===== config.mk =====
export PLATFORM = sky130hd
export DESIGN_NAME = odd_issue_ctrl
export DESIGN_NICKNAME = d
export VERILOG_FILES = /design/src/rtl/odd_issue_ctrl.sv
export SDC_FILE = /design/constraint.sdc
export NUM_CORES = 1
export LEC_CHECK = 0
export CAP_MARGIN = 10
export CORE_UTILIZATION = 64
export CTS_BUF_LIST = sky130_fd_sc_hd__clkbuf_8
export DETAILED_ROUTE_END_ITERATION = 10
export GPL_TIMING_DRIVEN = 1
export PLACE_DENSITY = 0.88
export SLEW_MARGIN = 20
export SYNTH_ARGS = -nofsm -noshare
export SYNTH_HDL_FRONTEND = slang
export SYNTH_SLANG_ARGS = --single-unit

===== constraint.sdc =====
create_clock -name clk -period 5.5 [get_ports clk]
set_input_delay 0.825 -clock clk [delete_from_list [all_inputs] [get_ports clk]]
set_output_delay 0.825 -clock clk [all_outputs]
set_load 0.03 [all_outputs]

===== src/rtl/odd_issue_ctrl.sv =====
// SPU odd-pipe issue scheduler: valid/ready intake, writeback-slot scoreboard, drain FSM.
// Optional ODD_ISSUE_STATS_EN adds stall_cycles / issue_count counters.
module odd_issue_ctrl #(
  parameter int PERM_LAT = 4,
  parameter int LS_LAT   = 6
) (
  input  logic       clk,
  input  logic       reset,
  input  logic       in_valid,
  output logic       in_ready,
  input  logic       in_unit,
  input  logic [0:6] in_rt_addr,
  input  logic [0:6] in_ra_addr,
  input  logic [0:6] in_rb_addr,
  input  logic       in_uses_ra,
  input  logic       in_uses_rb,
  input  logic       in_reg_write,
  input  logic       flush,
  output logic       perm_issue,
  output logic       ls_issue,
  output logic [0:6] issue_rt_addr,
  output logic       issue_reg_write,
  output logic       sb_empty
`ifdef ODD_ISSUE_STATS_EN
  ,
  output logic [31:0] stall_cycles,
  output logic [31:0] issue_count
`endif
);

  typedef enum logic {RUN, DRAIN} state_t;

  state_t          state, next_state;
  logic [LS_LAT:0] sb_valid;
  logic [0:6]      sb_rt [0:LS_LAT];
  logic            raw_hit, waw_hit, slot_busy, hazard, accept;

  assign sb_empty = ~|sb_valid;
  assign accept   = in_valid & in_ready;

  // Slot k holds the destination written back k cycles from now; no bypass, so slot 0 still blocks.
  always_comb begin
    raw_hit   = 1'b0;
    waw_hit   = 1'b0;
    slot_busy = 1'b0;
    for (int k = 0; k <= LS_LAT; k++) begin
      if (sb_valid[k]) begin
        if (in_uses_ra && (sb_rt[k] == in_ra_addr)) raw_hit = 1'b1;
        if (in_uses_rb && (sb_rt[k] == in_rb_addr)) raw_hit = 1'b1;
        if (sb_rt[k] == in_rt_addr)                 waw_hit = 1'b1;
      end
      if (!in_unit && (k == PERM_LAT + 1)) slot_busy = sb_valid[k];
    end
    hazard = raw_hit | (in_reg_write & (waw_hit | slot_busy));
  end

  always_ff @(posedge clk) begin
    if (reset) state <= RUN;
    else       state <= next_state;
  end

  always_comb begin
    next_state = state;
    case (state)
      RUN:     if (flush)    next_state = DRAIN;
      DRAIN:   if (sb_empty) next_state = RUN;
      default:               next_state = RUN;
    endcase
  end

  always_comb begin
    in_ready = (state == RUN) & ~flush & ~hazard;
  end

  always_ff @(posedge clk) begin
    if (reset) begin
      sb_valid <= '0;
      for (int k = 0; k <= LS_LAT; k++) sb_rt[k] <= '0;
    end else begin
      for (int k = 0; k < LS_LAT; k++) begin
        sb_valid[k] <= sb_valid[k+1];
        sb_rt[k]    <= sb_rt[k+1];
      end
      sb_valid[LS_LAT] <= 1'b0;
      sb_rt[LS_LAT]    <= '0;
      if (accept && in_reg_write) begin
        if (in_unit) begin
          sb_valid[LS_LAT] <= 1'b1;
          sb_rt[LS_LAT]    <= in_rt_addr;
        end else begin
          sb_valid[PERM_LAT] <= 1'b1;
          sb_rt[PERM_LAT]    <= in_rt_addr;
        end
      end
    end
  end

  always_ff @(posedge clk) begin
    if (reset) begin
      perm_issue      <= 1'b0;
      ls_issue        <= 1'b0;
      issue_rt_addr   <= '0;
      issue_reg_write <= 1'b0;
    end else begin
      perm_issue <= accept & ~in_unit;
      ls_issue   <= accept & in_unit;
      if (accept) begin
        issue_rt_addr   <= in_rt_addr;
        issue_reg_write <= in_reg_write;
      end
    end
  end

`ifdef ODD_ISSUE_STATS_EN
  always_ff @(posedge clk) begin
    if (reset) begin
      stall_cycles <= '0;
      issue_count  <= '0;
    end else begin
      if (in_valid && !in_ready) stall_cycles <= stall_cycles + 32'd1;
      if (accept)                issue_count  <= issue_count + 32'd1;
    end
  end
`endif

endmodule


; Yosys cells after proc, flatten, opt, wreduce, memory -nomap -nowiden
; Memory sizes are Yosys's and may differ from the RTL's.
; Index checks and enable logic that the tools add are counted.
; Widths: inputs -> output; s select.
[word_totals]
n_memories = 1
regBits = 18
ram_bits = 49
word_cells = 127
[mem_list]
columns = name, words, word_bits, rd, rd_clocked_by_memory_dff, wr, line_no
row1 = sb_rt, 7, 7, 7, 0, 7, 35  ; logic [0:6] sb_rt [0:LS_LAT];
[op_classes]
bitwise = 21
n_eq_ne = 21
n_mux = 61
n_reduce_logical = 17
[op_table]
columns = operator, n
row1 = $eq 7x7->1, 21
row2 = $mux 7, 9
row3 = $mux 1, 51
row4 = $logic_and 1x1->1, 15
row5 = $or 1x1->1, 11
row6 = $reduce_or 7->1, 1
row7 = $and 1x1->1, 6
row8 = $not 1->1, 4
row9 = $pmux 1 s2, 1
row10 = $logic_not 1->1, 1

; Longest topological paths before layout
; Gate-level depths: netlist of run 1.
[depth]
ltp_word = 32
ltp_mapped = 9
mapped_depth_nobuf = 7

; Worst setup path before layout of run 1
; No wires, ideal clock.
[synth_timing]
path_kind = in2out
start = in in_rt_addr[5] (netlist bit)
end = out in_ready
arrival_time_ns = 2.304
required_ns = 4.675
path_buffers = 1
path_slack_ns = 2.371
stages = 7
path_cell_list = buf_6 xnor2_1 nand4_1 nor2_1 nor4_2 a21boi_2 nor3_1
[synth_between]
elab_chain_cells = 20
word_cells_on_any_way = 26
classes_between = eq/ne: 7 / mux: 14 / bitwise: 5
[synth_lines]
columns = item, line_no
row1 = "start, declared", 12  ; input logic [0:6] in_rt_addr,
row2 = $eq 7x7->1, 50  ; if (sb_rt[k] == in_rt_addr) waw_hit = 1'b1;
row3 = $mux 1, 50
row4 = $mux 1, 47  ; if (sb_valid[k]) begin
row5 = $mux 1, 50
row6 = $mux 1, 47
row7 = $mux 1, 50
row8 = $mux 1, 47
row9 = $mux 1, 50
row10 = [... 4 more ...], --
row11 = $mux 1, 47
row12 = $mux 1, 50
row13 = $mux 1 *, 47
row14 = $or 1x1->1 *, 54  ; hazard = raw_hit | (in_reg_write & (waw_hit | slot_busy));
row15 = $and 1x1->1 *, 54
row16 = $or 1x1->1 *, 54
row17 = $not 1->1 *, 72  ; in_ready = (state == RUN) & ~flush & ~hazard;
row18 = $and 1x1->1 *, 72
row19 = "end, declared", 10  ; output logic in_ready,
; Mark *: on every way between the ends. The rest lies on a longest branch, timed or not.

; Worst setup path after layout of run 1
[layout_timing]
start = in in_rt_addr[0] (netlist bit)
end = out in_ready
; Same word-level chain as after synthesis.

==> results.ini, run 1 <==
[sta]
fmax_mhz = 230
rsz0062_at_grt = false
fin_tns_setup_ns = 0
relSlewSlack_pct = 30.4
worstMarginPinSlew_ns = 1.04
fin_crit_ns = 4.35
clock_skew_ns = 0.00652
hold_slack_ns = 0.448
finalHoldViolations = 0
fin_crit_sh_pct = 79.1
drv_slew = 0
setup_viol_count_final = 0

[clock_tree]
cts-root-buf = clkbuf_8
cts_resized = 0
cts_tree = built
holdBufCountCts = 0
cts_buffer_depth = 2
cts_max_level = 3
path_clk_slew_ns = 0.07
insertion_delay_ns = 0.34
postCtsSetupBuffers = 0
clock-sinks = 67
numCtsBuffers = 9

[synthesis]
synth_top_family_by_area = XOR/XNOR gates
syn_inst = 421
ys_ff_latch = 67
avgSynthCellArea_um2 = 9.85
synth_fa_ha_area_share_pct = 0
ys_seq_area_share_pct = 34.0
synthesis.area_um2 = 4150
synth_compound_area_share_pct = 2.05
synthSimpleGateAreaFrac_pct = 23.1
ys_warn_count = 0
ys_types = 33
synthXorXnorAreaFrac_pct = 31.1
synth_mux_area_share_pct = 3.62

[worst_hold_path]
min_to = state
min_path_cells = 1
min-delay-start = state
hold_path.class = reg2reg

[setup_path]
crit_type = in2out
r2r-start = sb_rt[6][5]
ff2ff_setup_slack_ns = 3.11
arrival_ns = 3.53
critical_path.startpoint_type = primary input
cp.required_ns = 4.68
critPathMaxFanout = 9
crit_path_end_kind = output port
reg2reg_depth = 7
worstReg2RegEnd = sb_rt[4][3]

[layout]
n_fill_cell = 466
final_common_cell = xnor2_1
syn2layout_area_growth_pct = 10.4
diodes = 0
multi_input_area_um2 = 2510
layout.nets = 477
layout_common_cells = xnor2_1, dfxtp_1, nand4_1, nor2b_1, clkdlybuf4s50_1
drive_gt1_share_pct = 5.75
regArea_um2 = 1410
utilization_pct = 75.1

[placement]
port-buffer-count = 40
place_hpwl_um = 7740
place.gp.congestion = 0.988

[drt]
drt_iter0_drc = 185
wirelength_um = 10600
first_pass_iters = 4
post-route-drc-count = 0
routedWlPerCell_um = 20.2
routed-via-count = 3143
ant_nets = 0
viasPerCell = 5.96

[power]
total_power_mw = 1.06
p_int_mw = 0.766
power_frac_comb_pct = 17.8
clkPwrFrac_pct = 32.7
p_sw_share_pct = 28.0
p_per_area_nw_per_um2 = 233
seq_power_share_pct = 49.4
static-leakage-power_nw = 1.38
p_sw_mw = 0.298
peakVddDrop_uv = 217

[floorplan]
core.rowCount = 28
dieArea_um2 = 6800
die_y_um = 82.5
io_pins = 41
core_area_um2 = 6100
fp.dieW_um = 82.5
initial_core_util_pct = 68.0

[flow_run]
max_cap_viol_count = 0

[global_routing]
grt_usage_pct = 33.6
grt_max_degree = 68
grt_pass1_vias = 3081
antenna_found_initial = 0
grt.overflow.total = 0
grt_pass1_wl_um = 16000

[run_status]
outcome = completed

layout make-up:
| class | instances | share of cell area [%] |
|---|---|---|
| Clock buffer | 10 | 3.01 |
| Clock inverter | 5 | 0.520 |
| Inverter | 2 | 0.164 |
| Multi-Input combinational cell | 328 | 54.8 |
| Sequential cell | 67 | 30.8 |
| Tap cell | 75 | 2.05 |
| Timing Repair Buffer | 40 | 8.64 |
worst max-delay path: stages:
cell,delay (ns)
clkdlybuf4s50_1,0.74
xnor2_1,0.28
nand4_1,0.13
nor2_1,0.06
nor3_1,0.45
a21boi_2,0.17
nor3_1,0.17
clkdlybuf4s50_1,0.70
metrics by stage:
step	cells	setup slack [ns]	area, um^2
floorplan	427	2.37	4170
global placement	512	1.27	4410
detailed placement	512	1.22	4410
CTS	527	1.20	4580
global route	527	1.05	4580
finish	527	1.15	4580
power groups by stage:
stage	logic (mW)	registers (mW)	clock network [mW]
2_1_floorplan	0.139	0.538	0
6_report	0.190	0.526	0.349
5_1_grt	0.202	0.527	0.373
3_5_place_dp	0.187	0.537	0
4_1_cts	0.188	0.526	0.351
3_3_place_gp	0.181	0.536	0
worst max path at each step:
stage,start,end,slack (ns)
global route,in_rt_addr[0],in_ready,1.05
CTS,in_rt_addr[0],in_ready,1.20
finish,in_rt_addr[0],in_ready,1.15
detailed placement,in_rt_addr[0],in_ready,1.22
global placement,in_rt_addr[0],in_ready,1.27
floorplan,in_rt_addr[5],in_ready,2.37
registers in the layout, summed over array words and instances (netlist names):
register,cells
sb_rt,49
issue_rt_addr,7
sb_valid,7
issue_reg_write,1
ls_issue,1
perm_issue,1
state,1
kinds of logic (layout without fill, tap and decap cells):
family,after synthesis,in the layout
xor gates and xnor gates,147,147
AOI/OAI and AO/OA,11,11
muxes,15,15
and+or+nand+nor,148,148
other,1,7
DFF,67,67
buffers and inverters,32,57
metal layers:
| layer | routed length (um) | vias to the layer above | global-route usage [%] |
|---|---|---|---|
| li1 | - | 1447 | - |
| met1 | 4170 | 1494 | 38.4 |
| met2 | 5180 | 155 | 58.5 |
| met3 | 774 | 47 | 7.47 |
| met4 | 507 | 0 | 17.2 |
| met5 | 0 | - | 0 |
cell usage after synthesis:
cell type  number  area [um^2]
o22ai_1         1         6.26
nand4_1        42          263
clkbuf_1        8         30.0
conb_1          1         3.75
nor4_1          1         6.26
buf_6          13          146
or2b_1          1         7.51
and3_1          1         6.26
nand4b_1        1         8.76
nor2b_1        41          257
nor4_2          1         12.5
o21ai_2         4         35.0
or4_1           2         15.0
nor2_1         21         78.8
a21boi_2        1         11.3
nand4_4         1         21.3
and4_1          6         52.6
nand2b_1       22          138
xnor2_1       147         1290
and2_1          1         6.26
dfxtp_1        60         1200
nor3_1          2         10.0
o21ba_2         1         10.0
and4_2          1         10.0
nand4_2         1         12.5
inv_1           2         7.51
nor3_2          1         10.0
o21ai_1         3         15.0
edfxtp_1        7          210
a211oi_1        1         7.51
buf_4           9         67.6
nor4_4          2         42.5
mux2i_1        15          150
Power figures use the tool's default switching activity.
==> inputs of run 2 (changes only) <==
--- a/config.mk
+++ b/config.mk
@@ -6,11 +6,11 @@
 export NUM_CORES = 1
 export LEC_CHECK = 0
 export CAP_MARGIN = 10
-export CORE_UTILIZATION = 64
+export CORE_UTILIZATION = 54
 export CTS_BUF_LIST = sky130_fd_sc_hd__clkbuf_8
 export DETAILED_ROUTE_END_ITERATION = 10
 export GPL_TIMING_DRIVEN = 1
-export PLACE_DENSITY = 0.88
+export PLACE_DENSITY = 0.79
 export SLEW_MARGIN = 20
 export SYNTH_ARGS = -nofsm -noshare
 export SYNTH_HDL_FRONTEND = slang
==> constraint.sdc (replaced) <==
create_clock -name clk -period 3.7 [get_ports clk]
set_input_delay 0.555 -clock clk [delete_from_list [all_inputs] [get_ports clk]]
set_output_delay 0.555 -clock clk [all_outputs]
set_load 0.03 [all_outputs]
==> run 2 against run 1 <==
  * Count of clock-buffer cells in the layout shrank 1
  * Register-to-register slack worse by 1.8 ns
  * Sequential share of layout area decreased by 1.1 points
  * Critical path type unchanged
==> results.ini, run 2 (synthesized netlist as in run 1, its figures left out) <==
[sta]
fin_tns_setup_ns = 0
finalWorstSetupSlack_ns = 0.124
setup_viol_count_final = 0
relSlewSlack_pct = 60.6
drv_slew = 0
fin_crit_sh_pct = 96.6
finalHoldViolations = 0
clock_skew_ns = 0.0112
fin_crit_ns = 3.58
worstMarginPinSlew_ns = 0.591
fmax_mhz = 280
rsz0062_at_grt = false

[setup_path]
worstReg2RegEnd = issue_rt_addr[3]
reg2reg_depth = 8
crit_family = buffers and inverters
crit_type = in2out
critical_path.startpoint_type = primary input
cp.required_ns = 3.14
cpMostUsedCell = clkdlybuf4s50_1
crit_chain = clkdlybuf4s50_1, xnor2_1, nand4_1, nor2_1, o21ai_1, nand4_2, nor3_1, clkdlybuf4s50_1
ff2ff_setup_slack_ns = 1.26
cpMaxStageDelayCell = clkdlybuf4s50_1
cp_num_buf_inv = 2
slowest_delay_ns = 0.79
crit_path_end_kind = output port
critPathMaxFanout = 7
arrival_ns = 3.02
r2r-start = sb_rt[6][5]

[floorplan]
die_y_um = 89.6
initial_core_util_pct = 56.6
io_pins = 41
core_area_um2 = 7330
dieArea_um2 = 8030
core.rowCount = 31
fp.dieW_um = 89.6

[power]
total_power_mw = 1.63
p_per_area_nw_per_um2 = 342
static-leakage-power_nw = 1.46
peakVddDrop_uv = 227

[run_status]
outcome = completed

[worst_hold_path]
hold_path.class = reg2reg
min_to = state
min_path_cells = 1
min-delay-start = state

[placement]
place.gp.congestion = 0.937
preCtsSetupSlack_ns = 0.151
port-buffer-count = 40
place_hpwl_um = 7910

[global_routing]
grt_pass1_vias = 3132
grt.overflow.total = 0
grt_max_degree = 67
grt_usage_pct = 28.7
antenna_found_initial = 0
grt_pass1_wl_um = 16400

[drt]
routedWlPerCell_um = 18.5
wirelength_um = 10500
post-route-drc-count = 0
viasPerCell = 5.49
routed-via-count = 3123
drt_iter0_drc = 186
first_pass_iters = 4
ant_nets = 0

[clock_tree]
cts_tree = built
insertion_delay_ns = 0.35
cts_max_level = 3
clock-sinks = 67
cts_resized = 0
cts-root-buf = clkbuf_8
numCtsBuffers = 9
holdBufCountCts = 0
path_clk_slew_ns = 0.07
postCtsSetupBuffers = 0
cts_buffer_depth = 2

[layout]
utilization_pct = 64.8
top_regs = sb_rt: 49 flops, issue_rt_addr: 7 flops, sb_valid: 7 flops
n_fill_cell = 582
diodes = 0
largest_reg_flops = 49
layout.nets = 494
syn2layout_area_growth_pct = 14.6
drive_gt1_share_pct = 10.0
top_register = sb_rt
layout_common_cells = xnor2_1, dfxtp_1, nand4_1, nor2b_1, clkdlybuf4s50_1
final_common_cell = xnor2_1

[flow_run]
max_cap_viol_count = 0

run 2: changes by cell type in the layout (fill, tap and decap cells not counted), sizes merged:
| cell | before | now |
|---|---|---|
| buf | 1 | 18 |
| inv | 5 | 4 |
| clkinvlp | 1 | 4 |
| clkdlybuf4s50 | 39 | 38 |
| dlymetal6s2s | 0 | 1 |
| clkbuf | 10 | 9 |
run 2: metrics by stage:
stage	hold slack (ns)	instance area [um^2]	cells
2_1_floorplan	0.418	4170	427
5_1_grt	0.476	4750	569
6_report	0.451	4750	569
4_1_cts	0.450	4750	569
3_5_place_dp	0.438	4570	553
3_3_place_gp	0.432	4570	553
run 2: worst max-delay path by stage:
| stage | startpoint | end | cells after the start |
|---|---|---|---|
| after floorplan | in_rt_addr[5] | in_ready | 7 |
| after global placement | in_rt_addr[5] | in_ready | 8 |
| after detailed placement | in_rt_addr[5] | in_ready | 8 |
| after CTS | in_rt_addr[5] | in_ready | 8 |
| after global routing | in_ra_addr[6] | in_ready | 8 |
| final | in_rb_addr[3] | in_ready | 8 |
run 2: final cells by class:
| cell class | instances | area (um^2) | share of cell area (%) |
|---|---|---|---|
| clock inverters | 7 | 52.6 | 1.11 |
| repair buffers | 57 | 526 | 11.1 |
| flip-flops and latches | 67 | 1410 | 29.7 |
| clock buffers | 9 | 124 | 2.61 |
| inverters | 2 | 7.51 | 0.158 |
| multi-input cells | 328 | 2510 | 52.8 |
| well taps | 99 | 124 | 2.61 |
run 2: worst reg2reg max path, delay by kind of cell, from the launching register on:
family	cells	cell delay, ns
mux	1	0.20
buf+inv	1	0.16
flops	1	0.51
compound gates	1	0.10
simple gates	4	1.17
xor+xnor	1	0.17
run 2: per-layer routing:
layer  GRT usage, %  routed length [um]
met3           6.58                 661
met5              0                   0
met4           15.2                 407
met2           50.0                5240
met1           32.7                4210
run 2: power by group:
part	leakage, nW	internal [mW]	switching [mW]
registers	0.559	0.753	0.0286
logic	0.826	0.146	0.146
clock network	0.0783	0.246	0.307
total	1.46	1.14	0.481
